===== config.mk =====
export PLATFORM = sky130hd
export DESIGN_NAME = dtls_only_tx_64
export DESIGN_NICKNAME = d
export VERILOG_FILES = /design/src/rtl/dtls_only_tx_64.sv
export SDC_FILE = /design/constraint.sdc
export NUM_CORES = 1
export LEC_CHECK = 0
export ABC_AREA = 1
export BUFFER_PORTS_ARGS = -buffer_cell sky130_fd_sc_hd__buf_2
export CORE_AREA = 2 2 128 130
export CTS_BUF_LIST = sky130_fd_sc_hd__clkbuf_4 sky130_fd_sc_hd__clkbuf_8
export CTS_CLUSTER_SIZE = 10
export DETAILED_ROUTE_END_ITERATION = 8
export DIE_AREA = 0 0 130 132
export HOLD_SLACK_MARGIN = 0.02
export PLACE_DENSITY = 0.81
export SYNTH_ARGS = -nofsm -noshare
export SYNTH_HDL_FRONTEND = slang
export SYNTH_SLANG_ARGS = --single-unit

===== constraint.sdc =====
create_clock -name clk -period 2.95 [get_ports clk]
set_clock_uncertainty 0.2 [all_clocks]
set_input_delay 0.885 -clock clk [delete_from_list [all_inputs] [get_ports clk]]
set_output_delay 0.885 -clock clk [all_outputs]
set_load 0.03 [all_outputs]

===== src/rtl/dtls_only_tx_64.sv =====
// DTLS record transmitter, 64-bit datapath.
// Prepends the 13-byte DTLS record header (type, version, epoch, 48-bit
// sequence number, length) to a payload stream. Because 13 = 8 + 5, every
// payload beat after the first header beat is shifted by five byte lanes.
// A 40-bit residual register carries the top five bytes of each input beat
// into the next output beat. The residual is preloaded with the last five
// header bytes, so header beat 1 and all later payload beats use one path.
module dtls_only_tx_64 (
    input  logic        clk,
    input  logic        rst_n,

    input  logic        s_dtls_hdr_valid,
    output logic        s_dtls_hdr_ready,
    input  logic [7:0]  s_dtls_type,
    input  logic [15:0] s_dtls_version,
    input  logic [15:0] s_dtls_epoch,
    input  logic [47:0] s_dtls_seqnum,
    input  logic [15:0] s_dtls_length,

    input  logic [63:0] s_dtls_payload_axis_tdata,
    input  logic [7:0]  s_dtls_payload_axis_tkeep,
    input  logic        s_dtls_payload_axis_tvalid,
    output logic        s_dtls_payload_axis_tready,
    input  logic        s_dtls_payload_axis_tlast,
    input  logic        s_dtls_payload_axis_tuser,

    output logic [63:0] m_axis_tdata,
    output logic [7:0]  m_axis_tkeep,
    output logic        m_axis_tvalid,
    input  logic        m_axis_tready,
    output logic        m_axis_tlast,
    output logic        m_axis_tuser,

    output logic        busy,
    output logic        error_payload_early_termination
);

    typedef enum logic [1:0] {
        IDLE          = 2'd0,
        WRITE_HEADER  = 2'd1,
        WRITE_PAYLOAD = 2'd2,
        WRITE_TAIL    = 2'd3
    } state_t;

    state_t      state_reg;
    logic [63:0] m_data_reg;
    logic [7:0]  m_keep_reg;
    logic        m_valid_reg;
    logic        m_last_reg;
    logic        m_user_reg;
    logic [39:0] residual_reg;
    logic [15:0] count_reg;
    logic [15:0] length_reg;
    logic [7:0]  tail_keep_reg;
    logic        tail_user_reg;
    logic        tail_err_reg;
    logic        busy_reg;
    logic        error_reg;
    logic        hdr_en_reg;

    logic        out_free;
    logic        hdr_fire;
    logic        pay_fire;
    logic        short_last;
    logic [3:0]  in_bytes;
    logic [16:0] count_sum;
    logic [15:0] count_next;
    logic        mismatch;
    logic [7:0]  last_keep;
    logic [7:0]  tail_keep_next;
    logic [7:0]  pay_keep;
    logic [63:0] pay_raw;
    logic [63:0] pay_masked;
    logic [63:0] tail_raw;
    logic [63:0] tail_masked;

    // The output register can take a new beat when it is empty or
    // draining in this cycle.
    assign out_free = !m_valid_reg || m_axis_tready;

    // The header is accepted only in IDLE. hdr_en_reg keeps ready low until
    // the first clock edge after reset is released.
    assign s_dtls_hdr_ready           = hdr_en_reg && (state_reg == IDLE) && out_free;
    assign s_dtls_payload_axis_tready = (state_reg == WRITE_PAYLOAD) && out_free;

    assign hdr_fire = s_dtls_hdr_valid && s_dtls_hdr_ready;
    assign pay_fire = s_dtls_payload_axis_tvalid && s_dtls_payload_axis_tready;

    assign m_axis_tdata  = m_data_reg;
    assign m_axis_tkeep  = m_keep_reg;
    assign m_axis_tvalid = m_valid_reg;
    assign m_axis_tlast  = m_last_reg;
    assign m_axis_tuser  = m_user_reg;
    assign busy          = busy_reg;
    assign error_payload_early_termination = error_reg;

    // Count the valid bytes in the current input beat. tkeep is contiguous
    // from lane 0, so this count equals the beat's byte length.
    always_comb begin
        in_bytes = 4'd0;
        for (int i = 0; i < 8; i++) begin
            in_bytes = in_bytes + {3'd0, s_dtls_payload_axis_tkeep[i]};
        end
    end

    // The running byte count saturates. The mismatch check uses the count
    // that includes the beat being accepted now.
    always_comb begin
        count_sum  = {1'b0, count_reg} + {13'd0, in_bytes};
        count_next = count_sum[16] ? 16'hFFFF : count_sum[15:0];
        mismatch   = (count_next != length_reg);
    end

    // A last beat of at most three bytes fits beside the five residual
    // bytes. Larger last beats leave n-3 bytes for a separate tail beat.
    always_comb begin
        short_last = s_dtls_payload_axis_tlast && (in_bytes <= 4'd3);
        case (in_bytes)
            4'd0:    last_keep = 8'h1F;
            4'd1:    last_keep = 8'h3F;
            4'd2:    last_keep = 8'h7F;
            default: last_keep = 8'hFF;
        endcase
        case (in_bytes)
            4'd4:    tail_keep_next = 8'h01;
            4'd5:    tail_keep_next = 8'h03;
            4'd6:    tail_keep_next = 8'h07;
            4'd7:    tail_keep_next = 8'h0F;
            default: tail_keep_next = 8'h1F;
        endcase
        pay_keep = short_last ? last_keep : 8'hFF;
        pay_raw  = {s_dtls_payload_axis_tdata[23:0], residual_reg};
        tail_raw = {24'h000000, residual_reg};
    end

    // Zero the byte lanes that tkeep marks as unused, so stale residual
    // bytes never appear on the bus.
    generate
        for (genvar gi = 0; gi < 8; gi++) begin : g_lane_mask
            assign pay_masked[gi*8 +: 8]  = pay_keep[gi]      ? pay_raw[gi*8 +: 8]  : 8'h00;
            assign tail_masked[gi*8 +: 8] = tail_keep_reg[gi] ? tail_raw[gi*8 +: 8] : 8'h00;
        end
    endgenerate

    // Control FSM together with the registered output stage and status flags.
    always_ff @(posedge clk or negedge rst_n) begin
        if (!rst_n) begin
            state_reg     <= IDLE;
            m_data_reg    <= 64'd0;
            m_keep_reg    <= 8'd0;
            m_valid_reg   <= 1'b0;
            m_last_reg    <= 1'b0;
            m_user_reg    <= 1'b0;
            residual_reg  <= 40'd0;
            count_reg     <= 16'd0;
            length_reg    <= 16'd0;
            tail_keep_reg <= 8'd0;
            tail_user_reg <= 1'b0;
            tail_err_reg  <= 1'b0;
            busy_reg      <= 1'b0;
            error_reg     <= 1'b0;
            hdr_en_reg    <= 1'b0;
        end else begin
            hdr_en_reg <= 1'b1;
            error_reg  <= 1'b0;

            // A beat leaves when the sink takes it. A load below overrides this.
            if (m_valid_reg && m_axis_tready) begin
                m_valid_reg <= 1'b0;
            end

            // Busy covers header acceptance through the final beat transfer.
            // A header accepted in the same cycle keeps busy high.
            if (hdr_fire) begin
                busy_reg <= 1'b1;
            end else if (m_valid_reg && m_axis_tready && m_last_reg) begin
                busy_reg <= 1'b0;
            end

            case (state_reg)
                IDLE: begin
                    if (hdr_fire) begin
                        m_data_reg   <= {s_dtls_seqnum[31:24], s_dtls_seqnum[39:32],
                                         s_dtls_seqnum[47:40], s_dtls_epoch[7:0],
                                         s_dtls_epoch[15:8], s_dtls_version[7:0],
                                         s_dtls_version[15:8], s_dtls_type};
                        m_keep_reg   <= 8'hFF;
                        m_valid_reg  <= 1'b1;
                        m_last_reg   <= 1'b0;
                        m_user_reg   <= 1'b0;
                        residual_reg <= {s_dtls_length[7:0], s_dtls_length[15:8],
                                         s_dtls_seqnum[7:0], s_dtls_seqnum[15:8],
                                         s_dtls_seqnum[23:16]};
                        length_reg   <= s_dtls_length;
                        count_reg    <= 16'd0;
                        state_reg    <= WRITE_HEADER;
                    end
                end

                WRITE_HEADER: begin
                    // Header beat 0 is already in the output register.
                    // Header beat 1 goes out with the first payload beat.
                    state_reg <= WRITE_PAYLOAD;
                end

                WRITE_PAYLOAD: begin
                    if (pay_fire) begin
                        m_data_reg   <= pay_masked;
                        m_keep_reg   <= pay_keep;
                        m_valid_reg  <= 1'b1;
                        residual_reg <= s_dtls_payload_axis_tdata[63:24];
                        count_reg    <= count_next;
                        m_last_reg   <= short_last;
                        m_user_reg   <= short_last && (mismatch || s_dtls_payload_axis_tuser);
                        if (short_last) begin
                            error_reg <= mismatch;
                            state_reg <= IDLE;
                        end else if (s_dtls_payload_axis_tlast) begin
                            tail_keep_reg <= tail_keep_next;
                            tail_user_reg <= mismatch || s_dtls_payload_axis_tuser;
                            tail_err_reg  <= mismatch;
                            state_reg     <= WRITE_TAIL;
                        end
                    end
                end

                WRITE_TAIL: begin
                    if (out_free) begin
                        m_data_reg  <= tail_masked;
                        m_keep_reg  <= tail_keep_reg;
                        m_valid_reg <= 1'b1;
                        m_last_reg  <= 1'b1;
                        m_user_reg  <= tail_user_reg;
                        error_reg   <= tail_err_reg;
                        state_reg   <= IDLE;
                    end
                end

                default: state_reg <= IDLE;
            endcase
        end
    end

endmodule


==> results.json, run 1 <==
{
  "synth_top_area_share_pct": 48.5,
  "slowest_stage": "fa_2",
  "core_um2": 15700,
  "dieArea_um2": 17200,
  "fin_crit_sh_pct": 170,
  "period_minus_slack_ns": 5.02,
  "hold_violations": 0,
  "synth_fa_ha_area_share_pct": 2.29,
  "irDropWorstVdd_uv": 718,
  "numCtsBuffers": 17,
  "cp_max_fo": 5,
  "whs_ns": 0.190,
  "hpwl_um": 19300,
  "grt_start_max_net_pins": 66,
  "cts-htree-levels": 4,
  "p_int_uw": 7340,
  "clkPwrFrac_pct": 11.6,
  "start_util_pct": 52.2,
  "drc": 0,
  "maxCapViolCount": 0,
  "setup_viol": 55,
  "cts_buffer_depth": 2,
  "comb_power_share_pct": 61.0,
  "arrival_ns": 5.16,
  "maxSlewViolCount": 0,
  "synth_area_um2": 8200,
  "cts_tree": "yes",
  "final_nets": 1557,
  "switchingPower_uw": 7200,
  "clock_latency_ns": 0.45,
  "synth_common_cells": "nand2_1, nor2_1, dfrtp_1",
  "hold_buffers": 0,
  "p_sw_share_pct": 49.5,
  "clock-root-buffer": "clkbuf_8",
  "crit_top_cell": "nand2_1",
  "synthesis.nets": 1246,
  "grt_usage_pct": 31.0,
  "areaGrowthSynthToFinish_pct": 38.5,
  "power.leakage_uw": 0.00561,
  "yosysUniqueCellTypes": 38,
  "ys_warn_count": 0,
  "synth_top_family_by_area": "simple AND/OR/NAND/NOR gates",
  "syn_inst": 1051,
  "setup.worst_path.start_class": "primary input",
  "yosysMostFrequentCell": "nand2_1",
  "outcome": "finished with violations",
  "rsz0062_at_grt": "yes",
  "grt_pass1_wl_um": 41700,
  "synth_top_area_cell": "dfrtp_1",
  "synth_area_per_cell_um2": 7.80,
  "pwr-share-seq_pct": 27.5,
  "grt_pass1_vias": 8364,
  "rows": 46,
  "path_delay_family": "adder cells",
  "ys.flop_type": "dfrtp_1",
  "dr.pass1.iters": 5,
  "max_freq_mhz": 199,
  "routed_wl_um": 26700,
  "ios": 262,
  "io_buffers": 261,
  "synth-compound-area-share_pct": 13.2,
  "largest_reg_flops": 64,
  "synthTopCellsByArea": "dfrtp_1, nand2_1, nor2_1",
  "synthXorXnorAreaFrac_pct": 0.320,
  "tightest_slew_ns": 0.830,
  "crit_type": "in -> reg",
  "wl_per_cell_um": 16.8,
  "violations": "setup timing",
  "total_power_uw": 14500,
  "cts_sinks": 159,
  "synth_seq_area_share_pct": 48.5,
  "powerDensity_nw_per_um2": 1280,
  "dieHeight_um": 132,
  "drt-initial-drc-count": 535,
  "setup_slack_ns": -2.07,
  "synth.ff_latch_count": 159,
  "synth_enable_flop_cells": 0,
  "synth_mux_area_share_pct": 0.137,
  "slowest_delay_ns": 0.55,
  "worst_hold_path_type": "in -> async",
  "antenna_found_initial": 2,
  "place_congestion": 0.920,
  "synth_simple_gate_area_share_pct": 28.4,
  "synthArstFlopShare_pct": 100,
  "required_ns": 3.09,
  "cp-end-kind": "flop",
  "dieWidth_um": 130,
  "via_per_inst": 5.43,
  "num_vias": 8644,
  "max_slew_margin_pct": 44.6,
  "grt-ovfl-total": 0,
  "cts.clk_slew.worst_paths_ns": 0.09,
  "ant_nets": 0,
  "worst-path-buf-inv": 6,
  "drive_above_1_share_pct": 38.5
}
==> through the flow <==
step	instances	util [%]	setup WS, ns	setup TNS (ns)	instance area (um^2)
2_1_floorplan	1051	-	-2.15	-75.11	8310
5_1_grt	1591	72.3	-2.29	-77.59	11400
3_5_place_dp	1541	65.0	-2.52	-99.15	10200
6_report	1591	72.3	-2.07	-69.95	11400
4_1_cts	1582	69.4	-1.97	-66.43	10900
3_3_place_gp	1541	65.0	-2.48	-96.09	10200
==> layout by cell type (no fill, tap or decap), types with 6 or more instances in the layout <==
cell      instances
buf_4            53
nand3_1          57
nor2_2            6
nand2_1         230
a31oi_1          86
o21ai_1          11
inv_2            10
nand2_2          37
a21oi_1          53
nor2_4           11
buf_6            24
buf_2           259
buf_12            7
nand4_1          10
a21oi_2          13
nor2_1          152
dfrtp_1         159
nand2_4          15
inv_1            69
nand3_2          21
clkbuf_8         19
o21ai_2           7
==> repair_timing <==
action	CTS	global route
resized for setup	48	107
pin swaps	31	42
endpoints found under the setup margin	55	55
buffers inserted	9	11
gates cloned	2	0
==> per-layer routing <==
layer	up-vias	routed length, um	track usage (%)	share of wire (%)
met5	-	11	0	0.041
met2	393	13000	52.7	49
li1	4083	-	-	-
met4	2	1240	15.8	4.6
met1	4085	10600	37.1	40
met3	81	1790	6.01	6.7
==> worst reg2reg max path: stages (launching register included) <==
cell	delay, ns
dfrtp_1	0.39
ha_1	0.19
inv_1	0.07
fa_2	0.36
inv_2	0.07
nand2_2	0.06
nand2_2	0.08
nand2_4	0.09
nor2_4	0.13
nand2_4	0.08
buf_6	0.15
nand3_2	0.09
nand2_1	0.07
nor2_2	0.12
nand3_2	0.09
nor2_4	0.12
nand3_2	0.10
nand2_1	0.07
nand2_1	0.05
nand2_1	0.06
nand2_1	0.06
==> final timing paths <==
kind | startpoint | end | slack (ns) | depth (start not counted)
worst max register to register | count_reg[0]$_DFFE_PN0P_ | m_axis_tuser$_DFFE_PN0P_ | 0.12 | 20
min in group clk | tail_keep_reg[0]$_DFFE_PN0P_ | tail_keep_reg[0]$_DFFE_PN0P_ | 0.27 | 2
worst min-delay path | rst_n | m_axis_tdata[10]$_DFFE_PN0P_ | 0.19 | 1
max in group asynchronous | rst_n | residual_reg[37]$_DFFE_PN0P_ | 1.69 | 2
worst min register to register | tail_keep_reg[0]$_DFFE_PN0P_ | tail_keep_reg[0]$_DFFE_PN0P_ | 0.27 | 2
worst max-delay path | s_dtls_payload_axis_tkeep[0] | m_axis_tuser$_DFFE_PN0P_ | -2.07 | 27
==> area by class of cell <==
type                            instances  area, um^2
Antenna cell                            1        2.50
Clock buffer                           19         262
Clock inverter                         12         149
Fill cell                            1225        4350
Inverter                               83         320
Multi-Input combinational cell        757        4260
Sequential cell                       159        3980
Tap cell                              216         270
Timing Repair Buffer                  344        2120
==> power by group through the flow <==
stage | combinational [uW] | sequential [uW] | clock, uW
final | 8870 | 4000 | 1680
after detailed placement | 7810 | 4010 | 0
after CTS | 8170 | 3980 | 1700
after floorplan | 4370 | 4920 | 0
after global routing | 9660 | 4120 | 1790
after global placement | 7590 | 3960 | 0
==> cells by family (layout without fill, tap and decap cells) <==
kind of cell | Yosys count | in the layout
other cells | 1 | 2
xor+xnor | 3 | 3
simple gates | 552 | 552
compound gates | 187 | 188
flops | 159 | 159
fa+ha+maj | 12 | 12
buf+inv | 136 | 458
mux | 1 | 1
Power figures use the tool's default switching activity.
==> inputs of run 2 (changes only) <==
--- a/config.mk
+++ b/config.mk
@@ -14,6 +14,7 @@
 export DIE_AREA = 0 0 130 132
 export HOLD_SLACK_MARGIN = 0.02
 export PLACE_DENSITY = 0.81
+export RECOVER_POWER = 100
 export SYNTH_ARGS = -nofsm -noshare
 export SYNTH_HDL_FRONTEND = slang
 export SYNTH_SLANG_ARGS = --single-unit
==> run 2 against run 1 <==
  * The run still ends with setup timing left
  * Final cell count did not move
  * Critical path depth unchanged
  * Fmax up 0.18%
  * Largest power group unchanged
  * Worst setup slack better by 0.0092 ns
  * Combinational power fell by 2.4%
  * Wire length increased by 0.58%
  * Via count is 0.51% lower
  * Flip-flop and latch count unchanged
  * Utilization down 1.3 points
  * Non-clock buffer count unchanged
  * Die area unchanged
  * Power down 1.3%
  * Critical endpoint unchanged
==> results.json, run 2 (synthesized netlist as in run 1, its figures left out) <==
{
  "grt_pass1_wl_um": 41700,
  "core_um2": 15700,
  "total_power_uw": 14400,
  "dieHeight_um": 132,
  "clock_latency_ns": 0.45,
  "drt-initial-drc-count": 497,
  "utilization_pct": 71.0,
  "grt_usage_pct": 31.0,
  "dieArea_um2": 17200,
  "routed_wl_um": 26900,
  "worst_hold_path_type": "reg -> reg",
  "cts_sinks": 159,
  "grt_start_max_net_pins": 66,
  "areaGrowthSynthToFinish_pct": 36.0,
  "grt-ovfl-total": 0,
  "drc": 0,
  "hpwl_um": 19300,
  "mostFrequentLayoutCell": "nand2_1",
  "rsz0062_at_grt": "yes",
  "hold_violations": 0,
  "dr.pass1.iters": 5,
  "setup.worst_path.start_class": "primary input",
  "fin_crit_sh_pct": 170,
  "arrival_ns": 5.15,
  "setup_viol": 55,
  "cp-end-kind": "flop",
  "powerDensity_nw_per_um2": 1290,
  "clock-root-buffer": "clkbuf_8",
  "preCtsSetupSlack_ns": -2.52,
  "setup_slack_ns": -2.06,
  "final_nets": 1557,
  "ant_nets": 0,
  "io_buffers": 261,
  "cts_tree": "yes",
  "tightest_slew_ns": 1.41,
  "largest_reg_flops": 64,
  "numCtsBuffers": 17,
  "required_ns": 3.09,
  "cts_buffer_depth": 2,
  "hold_buffers": 0,
  "grt_pass1_vias": 8364,
  "drive_above_1_share_pct": 32.2,
  "start_util_pct": 52.2,
  "wl_per_cell_um": 16.9,
  "final_area_um2": 11200,
  "maxCapViolCount": 0,
  "maxSlewViolCount": 0,
  "outcome": "finished with violations",
  "dieWidth_um": 130,
  "period_minus_slack_ns": 5.01,
  "cts-htree-levels": 4,
  "cts.clk_slew.worst_paths_ns": 0.09,
  "rows": 46,
  "power.leakage_uw": 0.00537,
  "postPlaceCellArea_um2": 10200,
  "ios": 262,
  "cp_max_fo": 5,
  "violations": "setup timing",
  "timing.setup.tns_ns": -69.89,
  "irDropWorstVdd_uv": 693,
  "max_slew_margin_pct": 6.33,
  "antenna_found_initial": 2,
  "crit_type": "in -> reg",
  "max_freq_mhz": 200,
  "place_congestion": 0.920,
  "via_per_inst": 5.41,
  "num_vias": 8600,
  "final_cell_mix": "nand2_1, buf_2, dfrtp_1"
}
[run 2: cell count changes in the layout (fill, tap and decap cells not counted), sizes merged]
cell	previous run	this run
buf	344	257
clkbuf	19	106
[run 2: area by class of cell]
type | instances | area [um^2]
Antenna cell | 1 | 2.50
Clock buffer | 19 | 262
Clock inverter | 12 | 149
Fill cell | 1296 | 4560
Inverter | 83 | 320
Multi-Input combinational cell | 757 | 4230
Sequential cell | 159 | 3980
Tap cell | 216 | 270
Timing Repair Buffer | 344 | 1940
[run 2: metrics by stage]
step	hold WS [ns]	std cells
2_1_floorplan	0.234	1051
3_3_place_gp	0.253	1541
3_5_place_dp	0.250	1541
4_1_cts	0.199	1582
5_1_grt	0.306	1591
6_report	0.270	1591
[run 2: path summary, 6_finish.rpt]
check	start	endpoint	slack, ns	cells past startpoint
min in group asynchronous	rst_n	m_axis_tdata[4]$_DFFE_PN0P_	0.55	1
max in group asynchronous	rst_n	count_reg[10]$_DFFE_PN0P_	0.42	2
max reg2reg	count_reg[0]$_DFFE_PN0P_	m_axis_tuser$_DFFE_PN0P_	0.13	20
min reg2reg	tail_keep_reg[0]$_DFFE_PN0P_	tail_keep_reg[0]$_DFFE_PN0P_	0.27	2
min	tail_keep_reg[0]$_DFFE_PN0P_	tail_keep_reg[0]$_DFFE_PN0P_	0.27	2
max	s_dtls_payload_axis_tkeep[0]	m_axis_tuser$_DFFE_PN0P_	-2.06	27
[run 2: power breakdown]
| group | switching [uW] | total (uW) | internal (uW) |
|---|---|---|---|
| logic | 5620 | 8660 | 3040 |
| registers | 713 | 4020 | 3310 |
| clock network | 870 | 1680 | 814 |
[run 2: critical path, stage by stage]
cell     delay [ns]
buf_6          0.09
fa_1           0.52
inv_1          0.05
fa_1           0.45
fa_1           0.51
inv_2          0.05
ha_4           0.16
fa_2           0.55
inv_2          0.05
fa_2           0.34
inv_2          0.08
nand2_2        0.06
nand2_2        0.08
nand2_4        0.09
nor2_4         0.13
nand2_4        0.08
buf_6          0.15
nand3_2        0.09
nand2_1        0.07
nor2_2         0.11
nand3_2        0.09
nor2_4         0.12
nand3_2        0.10
nand2_1        0.07
nand2_1        0.05
nand2_1        0.06
nand2_1        0.06
[run 2: repair_timing]
action / in CTS / in global routing
hold endpoints to repair: 0 / 0
gates cloned: 2 / 0
pin swaps: 31 / 42
setup buffers: 9 / 11
resized for setup: 48 / 107
endpoints found under the setup margin: 55 / 55
[run 2: layer usage]
metal  vias up  share of wire (%)  GRT usage (%)
met5         -              0.041              0
met4         2                4.8           15.8
met3        89                6.8           6.01
met2       371                 49           52.7
met1      4057                 40           37.1
li1       4081                  -              -
==> inputs of run 3 (changes only) <==
--- a/config.mk
+++ b/config.mk
@@ -13,7 +13,7 @@
 export DETAILED_ROUTE_END_ITERATION = 8
 export DIE_AREA = 0 0 130 132
 export HOLD_SLACK_MARGIN = 0.02
-export PLACE_DENSITY = 0.81
+export PLACE_DENSITY = 0.79
 export RECOVER_POWER = 100
 export SYNTH_ARGS = -nofsm -noshare
 export SYNTH_HDL_FRONTEND = slang
==> run 3 against run 2 <==
  * Flip-flop and latch count unchanged
  * Sequential power about the same
  * Register-to-register slack got worse by 0.13 ns
  * Power decreased by 2.7%
  * Sequential share of layout area increased by 0.62 points
  * Worst setup slack improved by 0.067 ns
  * Cell area decreased by 1.7%
  * Hold slack improved by 0.019 ns
  * The run ends with capacitance limit, slew limit, setup timing left
  * Highest routed layer unchanged
  * Critical path depth unchanged
  * Combinational power decreased by 4.8%
  * Count of clock-buffer cells in the layout increased by 1
==> results.json, run 3 (synthesized netlist as in run 1, its figures left out) <==
{
  "wl_per_cell_um": 16.4,
  "p_int_uw": 7040,
  "grt_start_max_net_pins": 81,
  "drc": 0,
  "power.leakage_uw": 0.00531,
  "setup_viol": 55,
  "clock-root-buffer": "clkbuf_8",
  "hpwl_um": 19000,
  "cp_max_fo": 7,
  "crit_type": "in -> reg",
  "grt_pass1_vias": 8014,
  "cts_buffer_depth": 2,
  "core_um2": 15700,
  "dieArea_um2": 17200,
  "antenna_found_initial": 5,
  "ant_nets": 0,
  "switchingPower_uw": 6920,
  "ios": 262,
  "mostFrequentLayoutCell": "nand2_1",
  "path_delay_family": "adder cells",
  "final-seq-area_um2": 3980,
  "p_sw_share_pct": 49.6,
  "multi_input_area_um2": 4050,
  "arrival_ns": 5.11,
  "max_slew_margin_pct": -44.2,
  "drt-initial-drc-count": 615,
  "dieHeight_um": 132,
  "hold_violations": 0,
  "setup.worst_path.start_class": "primary input",
  "maxCapViolCount": 1,
  "worst_hold_path_type": "reg -> reg",
  "clock_latency_ns": 0.47,
  "drive_above_1_share_pct": 29.6,
  "place_congestion": 0.954,
  "worst-path-buf-inv": 6,
  "postPlaceCellArea_um2": 10100,
  "rsz0062_at_grt": "yes",
  "hold_buffers": 0,
  "pwr-share-seq_pct": 28.7,
  "fill_cells": 1371,
  "min_path_cells": 2,
  "instances_no_fill": 1586,
  "crit_cells": 27,
  "slowest_delay_ns": 0.54,
  "cts_tree": "yes",
  "powerDensity_nw_per_um2": 1270,
  "outcome": "finished with violations",
  "violations": "capacitance limit, slew limit, setup timing",
  "grt-ovfl-total": 0,
  "cts.clk_slew.worst_paths_ns": 0.09,
  "period_minus_slack_ns": 4.94,
  "clkPwrFrac_pct": 12.3,
  "cp-end-kind": "flop",
  "cts-htree-levels": 4,
  "placed_cells": 1531,
  "dieWidth_um": 130,
  "areaGrowthSynthToFinish_pct": 33.6,
  "dr.pass1.iters": 5,
  "start_util_pct": 52.2,
  "tightest_slew_ns": 2.16,
  "cts_sinks": 159,
  "required_ns": 3.12,
  "timing.setup.tns_ns": -71.82,
  "comb_power_share_pct": 59.0,
  "slowest_stage": "fa_2",
  "reg2reg_depth": 8,
  "final_nets": 1550,
  "setup_slack_ns": -1.99,
  "routed_wl_um": 26000,
  "final_cell_mix": "nand2_1, buf_2, dfrtp_1",
  "grt_pass1_wl_um": 39900,
  "via_per_inst": 5.32,
  "final_area_um2": 11000,
  "grt_usage_pct": 29.8,
  "rows": 46,
  "maxSlewViolCount": 38,
  "io_buffers": 261,
  "crit_top_cell": "nand2_1",
  "irDropWorstVdd_uv": 690,
  "max_freq_mhz": 202,
  "fin_crit_sh_pct": 167,
  "numCtsBuffers": 17,
  "utilization_pct": 69.8,
  "largest_reg_flops": 64,
  "num_vias": 8440
}
[run 3: routing by layer]
layer  up-vias  track usage [%]  wire length [um]
met5         -                0                22
met3        61             7.14              1830
li1       4070                -                 -
met2       361             50.9             12600
met1      3944             35.7             10600
met4         4             12.5               897
[run 3: worst paths after layout]
kind | startpoint | endpoint | slack, ns
hold reg to reg | tail_keep_reg[0]$_DFFE_PN0P_ | tail_keep_reg[0]$_DFFE_PN0P_ | 0.29
setup reg to reg | state_reg[1]$_DFFE_PN0P_ | m_axis_tdata[58]$_DFFE_PN0P_ | 0
max in group asynchronous | rst_n | tail_keep_reg[0]$_DFFE_PN0P_ | 0.12
setup / recovery | s_dtls_payload_axis_tkeep[0] | m_axis_tuser$_DFFE_PN0P_ | -1.99
hold / removal | tail_keep_reg[0]$_DFFE_PN0P_ | tail_keep_reg[0]$_DFFE_PN0P_ | 0.29
min in group asynchronous | rst_n | m_axis_tdata[59]$_DFFE_PN0P_ | 0.83
[run 3: area by class of cell]
cell class                      instances  area share, %
Sequential cell                       159           36.3
Timing Repair Buffer                  338           17.5
Multi-Input combinational cell        756           36.9
Antenna cell                            3         0.0685
Inverter                               83           2.90
Clock buffer                           20           2.40
Clock inverter                         11           1.42
Tap cell                              216           2.47
[run 3: worst min-delay path: cells and delay by family (launching register included)]
family                 cells  cell delay (ns)
flip-flops                 1             0.33
AND/OR/NAND/NOR            1             0.06
buffers and inverters      1             0.07
[run 3: power by group through the flow]
stage	registers [uW]	clock network [uW]	logic, uW
2_1_floorplan	4920	0	4370
3_3_place_gp	3970	0	7530
3_5_place_dp	4000	0	7690
4_1_cts	3970	1750	8030
5_1_grt	4120	1850	9000
6_report	4010	1720	8240
[run 3: timing repair]
| item | 4_1_cts | 5_1_grt |
|---|---|---|
| pin swaps | 13 | 9 |
| setup buffers | 11 | 11 |
| cloned | 1 | 0 |
| endpoints found under the setup margin | 55 | 55 |
| resized for setup | 51 | 56 |
[run 3: per-stage QoR]
| stage | power (uW) | hold slack [ns] | setup slack [ns] |
|---|---|---|---|
| floorplan | 9300 | 0.234 | -2.15 |
| global placement | 11500 | 0.254 | -2.50 |
| detailed placement | 11700 | 0.260 | -2.53 |
| CTS | 13700 | 0.106 | -1.93 |
| global route | 15000 | 0.322 | -2.18 |
| finish | 14000 | 0.289 | -1.99 |
